==> config.mk <==
export PLATFORM = sky130hd
export DESIGN_NAME = outer_prod_seq
export DESIGN_NICKNAME = d
export VERILOG_FILES = /design/src/rtl/outer_prod_pkg.sv /design/src/rtl/outer_prod_seq_vec_buf.sv /design/src/rtl/outer_prod_seq.sv
export SDC_FILE = /design/constraint.sdc
export NUM_CORES = 1
export LEC_CHECK = 0
export ABC_AREA = 0
export ABC_CLOCK_PERIOD_IN_PS = 2800
export BUFFER_PORTS_ARGS = -buffer_cell sky130_fd_sc_hd__buf_4
export CAP_MARGIN = 15
export CORE_MARGIN = 3
export CORE_UTILIZATION = 55
export DETAILED_ROUTE_END_ITERATION = 7
export MAX_ROUTING_LAYER = met4
export PLACE_DENSITY = 0.75
export SETUP_SLACK_MARGIN = 0.1
export SYNTH_ARGS = -nofsm -noshare
export SYNTH_HDL_FRONTEND = slang
export SYNTH_SLANG_ARGS = --single-unit
==> constraint.sdc <==
create_clock -name clk -period 2.8 [get_ports clk]
set_input_delay 0.14 -clock clk [delete_from_list [all_inputs] [get_ports clk]]
set_output_delay 0.14 -clock clk [all_outputs]
set_load 0.05 [all_outputs]
==> src/rtl/outer_prod_pkg.sv <==
// Shared types and sizing for the outer-product sequencer.
// Optional feature macro: OUTER_BACKPRESSURE_EN (see outer_prod_seq).
package outer_prod_pkg;

    localparam int N_DEF  = 16;
    localparam int DW_DEF = 4;
    localparam int IDXW   = $clog2(N_DEF * N_DEF);
    localparam int LDW    = $clog2(N_DEF);

    typedef enum logic [1:0] {
        IDLE,
        LOAD,
        RUN,
        DONE
    } state_e;

endpackage

==> src/rtl/outer_prod_seq_vec_buf.sv <==
// N-entry element buffer: one synchronous write port, one async read port.
// Used once for the A vector and once for the B vector.
module vec_buf
    import outer_prod_pkg::*;
#(
    parameter int N  = N_DEF,
    parameter int DW = DW_DEF,
    parameter int AW = $clog2(N)
) (
    input  logic          clk,
    input  logic          rst_n,
    input  logic          we_i,
    input  logic [AW-1:0] waddr_i,
    input  logic [DW-1:0] wdata_i,
    input  logic [AW-1:0] raddr_i,
    output logic [DW-1:0] rdata_o
);

    logic [DW-1:0] mem_q [N];

    always_ff @(posedge clk or negedge rst_n) begin
        if (!rst_n) begin
            for (int k = 0; k < N; k++) begin
                mem_q[k] <= '0;
            end
        end else if (we_i) begin
            mem_q[waddr_i] <= wdata_i;
        end
    end

    assign rdata_o = mem_q[raddr_i];

endmodule

==> src/rtl/outer_prod_seq.sv <==
// Outer-product sequencer: buffers N A/B beats, streams all N*N products.
// Define OUTER_BACKPRESSURE_EN to add the out_ready acceptance input.
module outer_prod_seq
    import outer_prod_pkg::*;
#(
    parameter int N  = N_DEF,
    parameter int DW = DW_DEF
) (
    input  logic          clk,
    input  logic          rst_n,
    input  logic          in_valid,
    input  logic [DW-1:0] in_matrix_A,
    input  logic [DW-1:0] in_matrix_B,
`ifdef OUTER_BACKPRESSURE_EN
    input  logic          out_ready,
`endif
    output logic            busy,
    output logic            out_valid,
    output logic [2*DW-1:0] out_matrix,
    output logic            out_last
);

    localparam int LW = $clog2(N);
    localparam int IW = $clog2(N * N);
    localparam int PW = 2 * DW;

    state_e          state_q;
    logic [LW-1:0]   ld_cnt_q;
    logic [IW-1:0]   idx_q;
    logic            rd_v_q;
    logic            rd_last_q;
    logic [DW-1:0]   op_a_q;
    logic [DW-1:0]   op_b_q;
    logic            busy_q;
    logic            out_valid_q;
    logic            out_last_q;
    logic [PW-1:0]   out_matrix_q;

    logic            accept;
    logic            adv;
    logic            wr_en;
    logic            in_run;
    logic [LW-1:0]   ri;
    logic [LW-1:0]   rj;
    logic [DW-1:0]   a_rd;
    logic [DW-1:0]   b_rd;
    logic [PW-1:0]   prod;

`ifdef OUTER_BACKPRESSURE_EN
    assign accept = out_ready;
`else
    assign accept = 1'b1;
`endif

    // Both pipeline stages move together whenever the output slot frees up.
    assign adv    = !out_valid_q || accept;
    assign in_run = (state_q == RUN);
    assign wr_en  = in_valid && (state_q == IDLE || state_q == LOAD);
    assign ri     = idx_q[IW-1:LW];
    assign rj     = idx_q[LW-1:0];
    assign prod   = {{DW{1'b0}}, op_a_q} * {{DW{1'b0}}, op_b_q};

    vec_buf #(.N(N), .DW(DW), .AW(LW)) u_buf_a (
        .clk     (clk),
        .rst_n   (rst_n),
        .we_i    (wr_en),
        .waddr_i (ld_cnt_q),
        .wdata_i (in_matrix_A),
        .raddr_i (ri),
        .rdata_o (a_rd)
    );

    vec_buf #(.N(N), .DW(DW), .AW(LW)) u_buf_b (
        .clk     (clk),
        .rst_n   (rst_n),
        .we_i    (wr_en),
        .waddr_i (ld_cnt_q),
        .wdata_i (in_matrix_B),
        .raddr_i (rj),
        .rdata_o (b_rd)
    );

    always_ff @(posedge clk or negedge rst_n) begin
        if (!rst_n) begin
            state_q      <= IDLE;
            ld_cnt_q     <= '0;
            idx_q        <= '0;
            rd_v_q       <= 1'b0;
            rd_last_q    <= 1'b0;
            op_a_q       <= '0;
            op_b_q       <= '0;
            busy_q       <= 1'b0;
            out_valid_q  <= 1'b0;
            out_last_q   <= 1'b0;
            out_matrix_q <= '0;
        end else begin
            unique case (state_q)
                IDLE: begin
                    if (in_valid) begin
                        ld_cnt_q <= LW'(1);
                        busy_q   <= 1'b1;
                        state_q  <= LOAD;
                    end
                end
                LOAD: begin
                    if (in_valid) begin
                        if (ld_cnt_q == LW'(N - 1)) begin
                            ld_cnt_q <= '0;
                            state_q  <= RUN;
                        end else begin
                            ld_cnt_q <= ld_cnt_q + LW'(1);
                        end
                    end
                end
                RUN: begin
                    if (adv) begin
                        idx_q <= idx_q + IW'(1);
                        if (idx_q == '1) begin
                            state_q <= DONE;
                        end
                    end
                end
                DONE: begin
                    if (out_valid_q && out_last_q && accept) begin
                        busy_q  <= 1'b0;
                        state_q <= IDLE;
                    end
                end
                default: state_q <= IDLE;
            endcase

            // Stage 1 latches operands; stage 2 registers the product.
            if (adv) begin
                rd_v_q       <= in_run;
                rd_last_q    <= in_run && (idx_q == '1);
                op_a_q       <= in_run ? a_rd : '0;
                op_b_q       <= in_run ? b_rd : '0;
                out_valid_q  <= rd_v_q;
                out_last_q   <= rd_last_q;
                out_matrix_q <= rd_v_q ? prod : '0;
            end
        end
    end

    assign busy       = busy_q;
    assign out_valid  = out_valid_q;
    assign out_last   = out_last_q;
    assign out_matrix = out_matrix_q;

endmodule

==> results.toml, run 1 <==
[outcome]
status = "complete, no violations"

[yosys]
synth_xor_area_frac = 0.00792
synth_edf_count = 0
synth_top_family_by_area = "multiplexers"
synth.ff_latch_count = 163
ys_seq_area_frac = 0.527
syn_area_um2 = 7740
yosysUniqueCellTypes = 44
synthMuxAreaShare = 0.302
syn_inst = 529
synth_top_area_frac = 0.527
syn_nets = 566
avgSynthCellArea_um2 = 14.6
async_flop_share = 1.00
yosys_warnings = 0
ys.flop_type = "dfrtp_1"
synth_compound_area_frac = 0.0340
yosys.area_share.simple = 0.0605
synth.area.top_cells = "dfrtp_1 (53%), mux2_2 (16%), mux4_2 (9.3%)"
yosysTopAreaCell = "dfrtp_1"
synth_fa_ha_area_frac = 0.0459

[detailed_routing]
viasPerCell = 5.92
drt_iter0_markers = 234
vias = 4419
drc = 0
dr.pass1.iters = 4
drt-wirelength-per-cell_um = 21.2
wl_um = 15800
ant_nets = 0

[sta]
hold_violations = 0
relSlewSlack = 0.489
drv_slew = 0
fin_crit_sh = 0.914
grt_setup_unrepaired = "false"
period_needed_ns = 2.56
max_freq_mhz = 391
tightest_slew_ns = 0.766
final-setup-viol-count = 0
skew_ns = 0.0121

[placement]
place_area_um2 = 8090
place_congestion = 0.822
io_buffer_count = 21
dp_hpwl_um = 10400

[clock_network]
clock_path_buffers = 2
cts_tree = "done"
htreeDepth = 4
cts.clk_slew.worst_paths_ns = 0.06
numCtsBuffers = 17
clock_sink_count = 163
clockRootBuffer = "clkbuf_16"
clk_latency_ns = 0.43

[worst_setup_path]
start_kind = "flop"
critPathMaxFanout = 4
crit_path_end_kind = "flop"
path_class = "reg2reg"
arrival_ns = 2.83
required_ns = 3.08

[die]
io_pins = 22
initial_utilization = 0.573
die_h_um = 125
dieArea_um2 = 15500
core_area_um2 = 13500
die_width_um = 125
fp-row-count = 42

[global_route]
grtUsageMet1 = 0.293
met3_usage = 0.0480
grt_pass1_wl_um = 25900
grt_pass1_vias = 4795
use_met2 = 0.332
grt_remaining_overflow = 0
track_usage = 0.221
antenna_found_initial = 0
grt_max_degree = 77
grt_busiest_layer = "met2"

[layout]
drive_above_1_share = 0.414
area_growth_pct = 13.1
final_nets = 594
post-route-cell-area_um2 = 8750
finish.utilization = 0.648
n_antenna_cell = 0
n_fill_cell = 959

[run]
cap_violations = 0

[power_and_ir_drop]
power_uw = 8780
p_per_area_nw_per_um2 = 1000
ir_worst_vdd_uv = 501
p_leak_uw = 0.00415

[hold_path]
hp-class = "in2reg"
-- layout by cell type (no fill, tap or decap), types with 3 or more instances in the layout --
cell type / synthesis / layout
nand3_1: 6 / 6
inv_1: 14 / 13
ha_1: 22 / 21
mux2i_1: 9 / 9
clkbuf_1: 11 / 3
nand4_1: 4 / 4
and2_1: 18 / 18
xnor2_1: 5 / 5
buf_4: 2 / 32
nand2_1: 25 / 24
bufinv_16: 0 / 3
nand2_4: 4 / 4
nor2_1: 8 / 8
dfrtp_1: 163 / 163
mux2_4: 16 / 16
fa_1: 4 / 3
clkinv_2: 0 / 5
o21ai_0: 15 / 13
clkbuf_16: 0 / 17
nor3b_1: 3 / 3
mux4_2: 32 / 32
mux2_1: 3 / 3
mux2_2: 111 / 111
a22oi_1: 10 / 10
nor3_1: 4 / 4
-- what timing repair did --
action                                  CTS  global route
endpoints found under the hold margin    74             0
hold buffers                              1             0
resized for setup                         3             5
setup buffers                             3             2
pin swaps                                 2             4
endpoints found under the setup margin    2             2
-- cells by family after synthesis --
kind of cell,Yosys count
and+or+nand+nor,83
adders and majority gates,26
DFF,163
xor gates and xnor gates,7
buffers and inverters,41
muxes,171
AOI/OAI and AO/OA,38
-- cells in the mapped netlist, types with 2 or more instances --
library cell,number
buf_2,10
nor2_1,8
nor3_1,4
mux2_4,16
mux2_1,3
a21oi_1,2
mux2_2,111
and2_1,18
nand3_1,6
clkbuf_2,2
fa_1,4
clkbuf_1,11
and3_1,2
mux2i_1,9
a22oi_1,10
buf_1,2
nor3b_1,3
inv_1,14
and3b_1,2
dfrtp_1,163
nor2b_1,2
xor2_1,2
mux4_2,32
nand2_4,4
nand4_1,4
buf_4,2
xnor2_1,5
o21ai_0,15
a22o_1,2
nand2b_1,2
ha_1,22
nand2_1,25
-- registers in the layout, summed over array words and instances (netlist names) --
name	flops
u_buf_a.mem_q	64
u_buf_b.mem_q	64
idx_q	8
out_matrix	8
ld_cnt_q	4
op_a_q	4
op_b_q	4
state_q	2
busy	1
out_last	1
out_valid	1
rd_last_q	1
rd_v_q	1
-- per-layer routing --
layer,vias up,share of wire
li1,1981,-
met1,2313,0.44
met2,91,0.49
met3,34,0.041
met4,0,0.029
met5,-,0
-- metrics by stage --
step	instances	hold slack [ns]	worst slack [ns]	TNS [ns]
after global routing	746	0.0587	0.0817	0
after CTS	744	0.0381	0.107	0
after floorplan	529	-0.156	0.223	0
final	746	0.0565	0.242	0
after global placement	708	0.207	0.134	0
after detailed placement	708	0.219	-0.0108	-0.0108
-- cell type report --
type	instances	area [um^2]	share of cell area
clock buffers	22	464	0.0530
well taps	176	220	0.0252
repair buffers	36	302	0.0344
inverters	14	52.6	0.00600
flip-flops and latches	163	4080	0.466
multi-input cells	325	3510	0.400
clock inverters	10	131	0.0150
-- report_power, final --
part,switching [uW],internal [uW]
clock,895,1440
sequential,632,3240
combinational,1050,1520
total,2580,6200
-- worst paths after layout --
path                                endpoint      start  slack, ns  cells after the start
min in group asynchronous  u_buf_a.mem_q[30]      rst_n       0.33                      2
min                              ld_cnt_q[3]   in_valid       0.06                      3
max reg2reg                    out_matrix[7]  op_b_q[1]       0.24                      9
min reg2reg                         out_last  rd_last_q       0.35                      0
max                            out_matrix[7]  op_b_q[1]       0.24                      9
max in group asynchronous           idx_q[6]      rst_n       1.66                      3
-- worst max-delay path, cell delays in order, from the launching register on --
cell      delay, ns
dfrtp_1        0.39
nand2_1        0.09
fa_1           0.49
inv_1          0.05
fa_1           0.47
ha_1           0.31
a21oi_1        0.23
o21ai_2        0.10
mux2i_1        0.14
o311ai_0       0.14
Power figures use the tool's default switching activity.
==> run 2: changes to the inputs <==
--- a/config.mk
+++ b/config.mk
@@ -13,8 +13,9 @@
 export CORE_UTILIZATION = 55
 export DETAILED_ROUTE_END_ITERATION = 7
 export MAX_ROUTING_LAYER = met4
-export PLACE_DENSITY = 0.75
+export PLACE_DENSITY = 0.74
 export SETUP_SLACK_MARGIN = 0.1
 export SYNTH_ARGS = -nofsm -noshare
 export SYNTH_HDL_FRONTEND = slang
+export SYNTH_HIERARCHICAL = 1
 export SYNTH_SLANG_ARGS = --single-unit
==> results.toml, run 2 <==
[outcome]
status = "complete, no violations"

[die]
dieArea_um2 = 15800
core_area_um2 = 13900
die_h_um = 126
initial_utilization = 0.565
die_width_um = 126
fp-row-count = 43
io_pins = 22

[worst_setup_path]
crit_slowest_cell = "fa_1"
crit_start = "op_b_q[1]"
cp_common_cell = "fa_1"
reg2reg_from = "op_b_q[1]"
arrival_ns = 2.98
path_delay_family = "adder cells"
path_class = "reg2reg"
worst-path-buf-inv = 2
crit_path_end_kind = "flop"
crit_path_cell_trace = "nand2_2 -> fa_1 -> inv_2 -> fa_1 -> buf_6 -> ha_4 -> a21oi_2 -> o21ai_2 -> mux2i_1 -> o311ai_1"
slowest_delay_ns = 0.56
required_ns = 3.10
start_kind = "flop"
critPathMaxFanout = 4

[yosys]
ys.flop_type = "dfrtp_1"
synth_edf_count = 0
async_flop_share = 1.00
ys_seq_area_frac = 0.518
yosysTopAreaCell = "dfrtp_1"
synth.area.top_cells = "dfrtp_1 (52%), mux2_2 (18%), mux4_1 (9.3%)"
synthMuxAreaShare = 0.294
synth.ff_latch_count = 163
yosysUniqueCellTypes = 41
syn_area_um2 = 7880
synth_common_cells = "dfrtp_1 (163), mux2_2 (129), nor2_1 (30)"
synth_top_family_by_area = "multiplexers"
synth_fa_ha_area_frac = 0.0403
synth_xor_area_frac = 0.00778
yosys.area_share.simple = 0.0926
post-synth-top-count-cell = "dfrtp_1"
yosys_warnings = 6
synth_top_area_frac = 0.518
syn_nets = 595
avgSynthCellArea_um2 = 14.0
syn_inst = 561
synth_compound_area_frac = 0.0253

[placement]
dp_hpwl_um = 10700
place_congestion = 0.802
io_buffer_count = 21

[global_route]
grt_pass1_wl_um = 26300
grt_remaining_overflow = 0
grt_pass1_vias = 5081
antenna_found_initial = 0
track_usage = 0.218
grt_max_degree = 77

[layout]
n_fill_cell = 990
largest_registers = "u_buf_a/mem_q x64, u_buf_b/mem_q x64"
final_nets = 630
n_antenna_cell = 0
drive_above_1_share = 0.353
final_common_cell = "dfrtp_1"
area_growth_pct = 14.0
layout_common_cells = "dfrtp_1 (163), mux2_2 (129), buf_4 (33)"

[clock_network]
clock_path_buffers = 2
numCtsBuffers = 17
clockRootBuffer = "clkbuf_16"
clk_latency_ns = 0.42
cts.clk_slew.worst_paths_ns = 0.06
cts_tree = "done"
htreeDepth = 4
clock_sink_count = 163

[power_and_ir_drop]
pwr-share-comb = 0.281
power_uw = 8830
switchingPower_uw = 2570
internal_power_uw = 6260
switching_share = 0.291
power_frac_clock = 0.286
p_per_area_nw_per_um2 = 983
power_frac_seq = 0.433
ir_worst_vdd_uv = 562
p_leak_uw = 0.00424

[sta]
relSlewSlack = 0.542
final-setup-viol-count = 0
setup_tns_ns = 0
skew_ns = 0.00602
period_needed_ns = 2.68
drv_slew = 0
fin_crit_sh = 0.957
hold_violations = 0
max_freq_mhz = 373
grt_setup_unrepaired = "true"
tightest_slew_ns = 0.687

[detailed_routing]
drt-wirelength-per-cell_um = 20.0
drc = 0
vias = 4756
dr.pass1.iters = 4
wl_um = 15800
ant_nets = 0
viasPerCell = 6.03
drt_iter0_markers = 374

[hold_path]
hp-class = "in2reg"
worstHoldStart = "in_valid"

[run]
cap_violations = 0
==> run 2: power groups by stage <==
| stage | clock (uW) | sequential (uW) | combinational, uW |
|---|---|---|---|
| global route | 2670 | 3930 | 2700 |
| finish | 2530 | 3820 | 2480 |
| floorplan | 0 | 3610 | 1950 |
| detailed placement | 0 | 3840 | 2400 |
| global placement | 0 | 3760 | 2300 |
| CTS | 2570 | 3810 | 2460 |
==> run 2: layer usage <==
layer | track usage | vias to the layer above | routed length (um)
met5 | - | - | 0
met4 | 0.0784 | 0 | 348
li1 | - | 2124 | -
met3 | 0.0416 | 24 | 603
met2 | 0.348 | 119 | 7970
met1 | 0.283 | 2489 | 6850
==> run 2: kinds of logic after synthesis <==
logic type | count (synthesis)
flip-flops | 163
AO/OA/AOI/OAI | 28
adder cells (fa/ha/maj) | 23
multiplexers | 164
XOR/XNOR | 7
buffers and inverters | 33
AND/OR/NAND/NOR | 143
==> run 2: repair_timing <==
| item | in CTS | in global routing |
|---|---|---|
| hold endpoints to repair | 74 | 0 |
| pin swaps | 2 | 8 |
| gates resized for setup | 3 | 13 |
| buffers inserted | 4 | 2 |
| hold buffers | 1 | 0 |
| cloned | 0 | 0 |
| endpoints found under the setup margin | 1 | 1 |
==> run 2: area by class of cell <==
class	instances	area, um^2	share of cell area
multi-input cells	365	3680	0.409
flip-flops and latches	163	4080	0.454
clock buffers	25	515	0.0574
well taps	180	225	0.0251
repair buffers	37	300	0.0334
clock inverters	7	143	0.0159
inverters	12	45.0	0.00501
==> run 2: metrics by stage <==
step | instances | utilization | setup slack, ns | hold slack, ns | area (um^2)
finish | 789 | 0.645 | 0.119 | 0.0559 | 8980
global route | 789 | 0.645 | 0.0316 | 0.0629 | 8980
CTS | 787 | 0.640 | 0.159 | 0.0381 | 8920
detailed placement | 750 | 0.589 | 0.0112 | 0.212 | 8210
global placement | 750 | 0.589 | 0.151 | 0.201 | 8210
floorplan | 561 | - | 0.233 | -0.156 | 7880
==> run 2: final timing paths <==
check	depth (start not counted)	slack, ns	endpoint
hold / removal	3	0.06	ld_cnt_q[3]
max in group asynchronous	3	1.65	u_buf_a/mem_q[3]
min in group asynchronous	2	0.31	u_buf_b/mem_q[34]
hold reg to reg	0	0.37	out_last
setup reg to reg	10	0.12	out_matrix[7]
setup / recovery	10	0.12	out_matrix[7]
==> run 2: worst register-to-register path, cell delays in order (launching register included) <==
cell      delay, ns
dfrtp_1        0.42
nand2_2        0.10
fa_1           0.56
inv_2          0.04
fa_1           0.49
buf_6          0.14
ha_4           0.25
a21oi_2        0.06
o21ai_2        0.17
mux2i_1        0.21
o311ai_1       0.11
==> run 3: changes to the inputs <==
--- a/config.mk
+++ b/config.mk
@@ -14,6 +14,7 @@
 export DETAILED_ROUTE_END_ITERATION = 7
 export MAX_ROUTING_LAYER = met4
 export PLACE_DENSITY = 0.74
+export REMOVE_ABC_BUFFERS = 1
 export SETUP_SLACK_MARGIN = 0.1
 export SYNTH_ARGS = -nofsm -noshare
 export SYNTH_HDL_FRONTEND = slang
==> results.toml, run 3 (same netlist as run 2, synthesis figures left out) <==
[sta]
max_freq_mhz = 380
grt_setup_unrepaired = "true"
skew_ns = 0.00637
layout_setup_ws_ns = 0.167
hold_violations = 0
final-setup-viol-count = 0
fin_crit_sh = 0.940
relSlewSlack = 0.567
setup_tns_ns = 0
drv_slew = 0
period_needed_ns = 2.63
tightest_slew_ns = 0.650

[power_and_ir_drop]
p_per_area_nw_per_um2 = 958
power_frac_clock = 0.263
switchingPower_uw = 2530
switching_share = 0.298
power_frac_seq = 0.448
pwr-share-comb = 0.288
p_leak_uw = 0.00420
ir_worst_vdd_uv = 509
internal_power_uw = 5960

[hold_path]
hold_depth = 2
hp-class = "in2reg"

[die]
initial_utilization = 0.565
io_pins = 22
dieArea_um2 = 15800
core_area_um2 = 13900
die_h_um = 126
fp-row-count = 43
die_width_um = 126

[layout]
n_antenna_cell = 0
final_nets = 632
regArea_um2 = 4080
drive_above_1_share = 0.341
layout_common_cells = "dfrtp_1 (163), mux2_2 (129), buf_4 (37)"
finish.utilization = 0.636
n_fill_cell = 982
largest_registers = "u_buf_a/mem_q x64, u_buf_b/mem_q x64"
multi_input_area_um2 = 3650
post-route-cell-area_um2 = 8870
final_common_cell = "dfrtp_1"
area_growth_pct = 12.5

[placement]
place_congestion = 0.836
place_area_um2 = 8220
dp_worst_setup_slack_ns = 0.0176
dp_hpwl_um = 11000
io_buffer_count = 21

[clock_network]
htreeDepth = 4
clock_sink_count = 163
clock_path_buffers = 2
clockRootBuffer = "clkbuf_16"
cts_tree = "done"
cts.clk_slew.worst_paths_ns = 0.06
numCtsBuffers = 17
clk_latency_ns = 0.41

[detailed_routing]
viasPerCell = 5.97
drc = 0
ant_nets = 0
dr.pass1.iters = 5
drt-wirelength-per-cell_um = 20.0
vias = 4715
wl_um = 15800
drt_iter0_markers = 427

[worst_setup_path]
path_class = "reg2reg"
required_ns = 3.11
arrival_ns = 2.94
start_kind = "flop"
crit_path_end_kind = "flop"
ff2ff_setup_slack_ns = 0.17
critPathMaxFanout = 3
r2r_cells = 10

[global_route]
grt_remaining_overflow = 0
antenna_found_initial = 0
grt_pass1_wl_um = 26600
grt_max_degree = 60
track_usage = 0.219
grt_pass1_vias = 5022

[run]
cap_violations = 0

[outcome]
status = "complete, no violations"
run 3: changes by cell type in the layout (fill, tap and decap cells not counted), moves of 2 or more:
cell,previous run,this run
bufinv_16,4,2
clkinv_2,0,3
buf_4,33,37
clkbuf_8,6,2
run 3: path summary, 6_finish.rpt:
path,start,end
max,op_b_q[3],out_matrix[6]
min,in_valid,ld_cnt_q[1]
max reg2reg,op_b_q[3],out_matrix[6]
min reg2reg,rd_last_q,out_last
max in group asynchronous,rst_n,u_buf_b/mem_q[22]
min in group asynchronous,rst_n,ld_cnt_q[1]
run 3: final cells by class:
class | count | area share
clock buffers | 22 | 0.0524
clock inverters | 9 | 0.0120
repair buffers | 39 | 0.0337
flip-flops and latches | 163 | 0.460
multi-input cells | 365 | 0.411
well taps | 180 | 0.0254
inverters | 12 | 0.00508
run 3: per-stage QoR:
stage,hold WS (ns),cells,power (uW)
final,0.0764,790,8490
after global routing,0.0641,790,8980
after CTS,0.0581,789,8530
after detailed placement,0.147,753,6260
after global placement,0.132,753,6080
after floorplan,-0.156,540,5450
run 3: repair_timing:
item	in CTS	in global routing
buffers inserted	4	1
gates resized for setup	2	4
hold buffers	1	0
setup endpoints to repair	1	3
pin swaps	2	4
hold endpoints to repair	55	0
run 3: layer usage:
| layer | share of wire | track usage | routed length (um) |
|---|---|---|---|
| met3 | 0.048 | 0.0517 | 752 |
| met4 | 0.011 | 0.0689 | 167 |
| met1 | 0.46 | 0.299 | 7180 |
| met5 | 0 | - | 0 |
| met2 | 0.49 | 0.329 | 7670 |
run 3: power groups by stage:
stage | clock network (uW) | logic [uW] | registers (uW)
after floorplan | 0 | 1750 | 3690
after global placement | 0 | 2320 | 3760
after detailed placement | 0 | 2420 | 3840
after CTS | 2280 | 2450 | 3800
after global routing | 2390 | 2670 | 3920
final | 2240 | 2450 | 3810
run 3: worst max-delay path, cell delays in order (launching register included):
cell     delay, ns
dfrtp_1       0.38
nand2_2       0.08
fa_1          0.53
inv_1         0.05
fa_1          0.56
inv_1         0.06
fa_2          0.34
nor2b_2       0.14
o21ai_1       0.07
nor3b_1       0.14
nor3_1        0.18
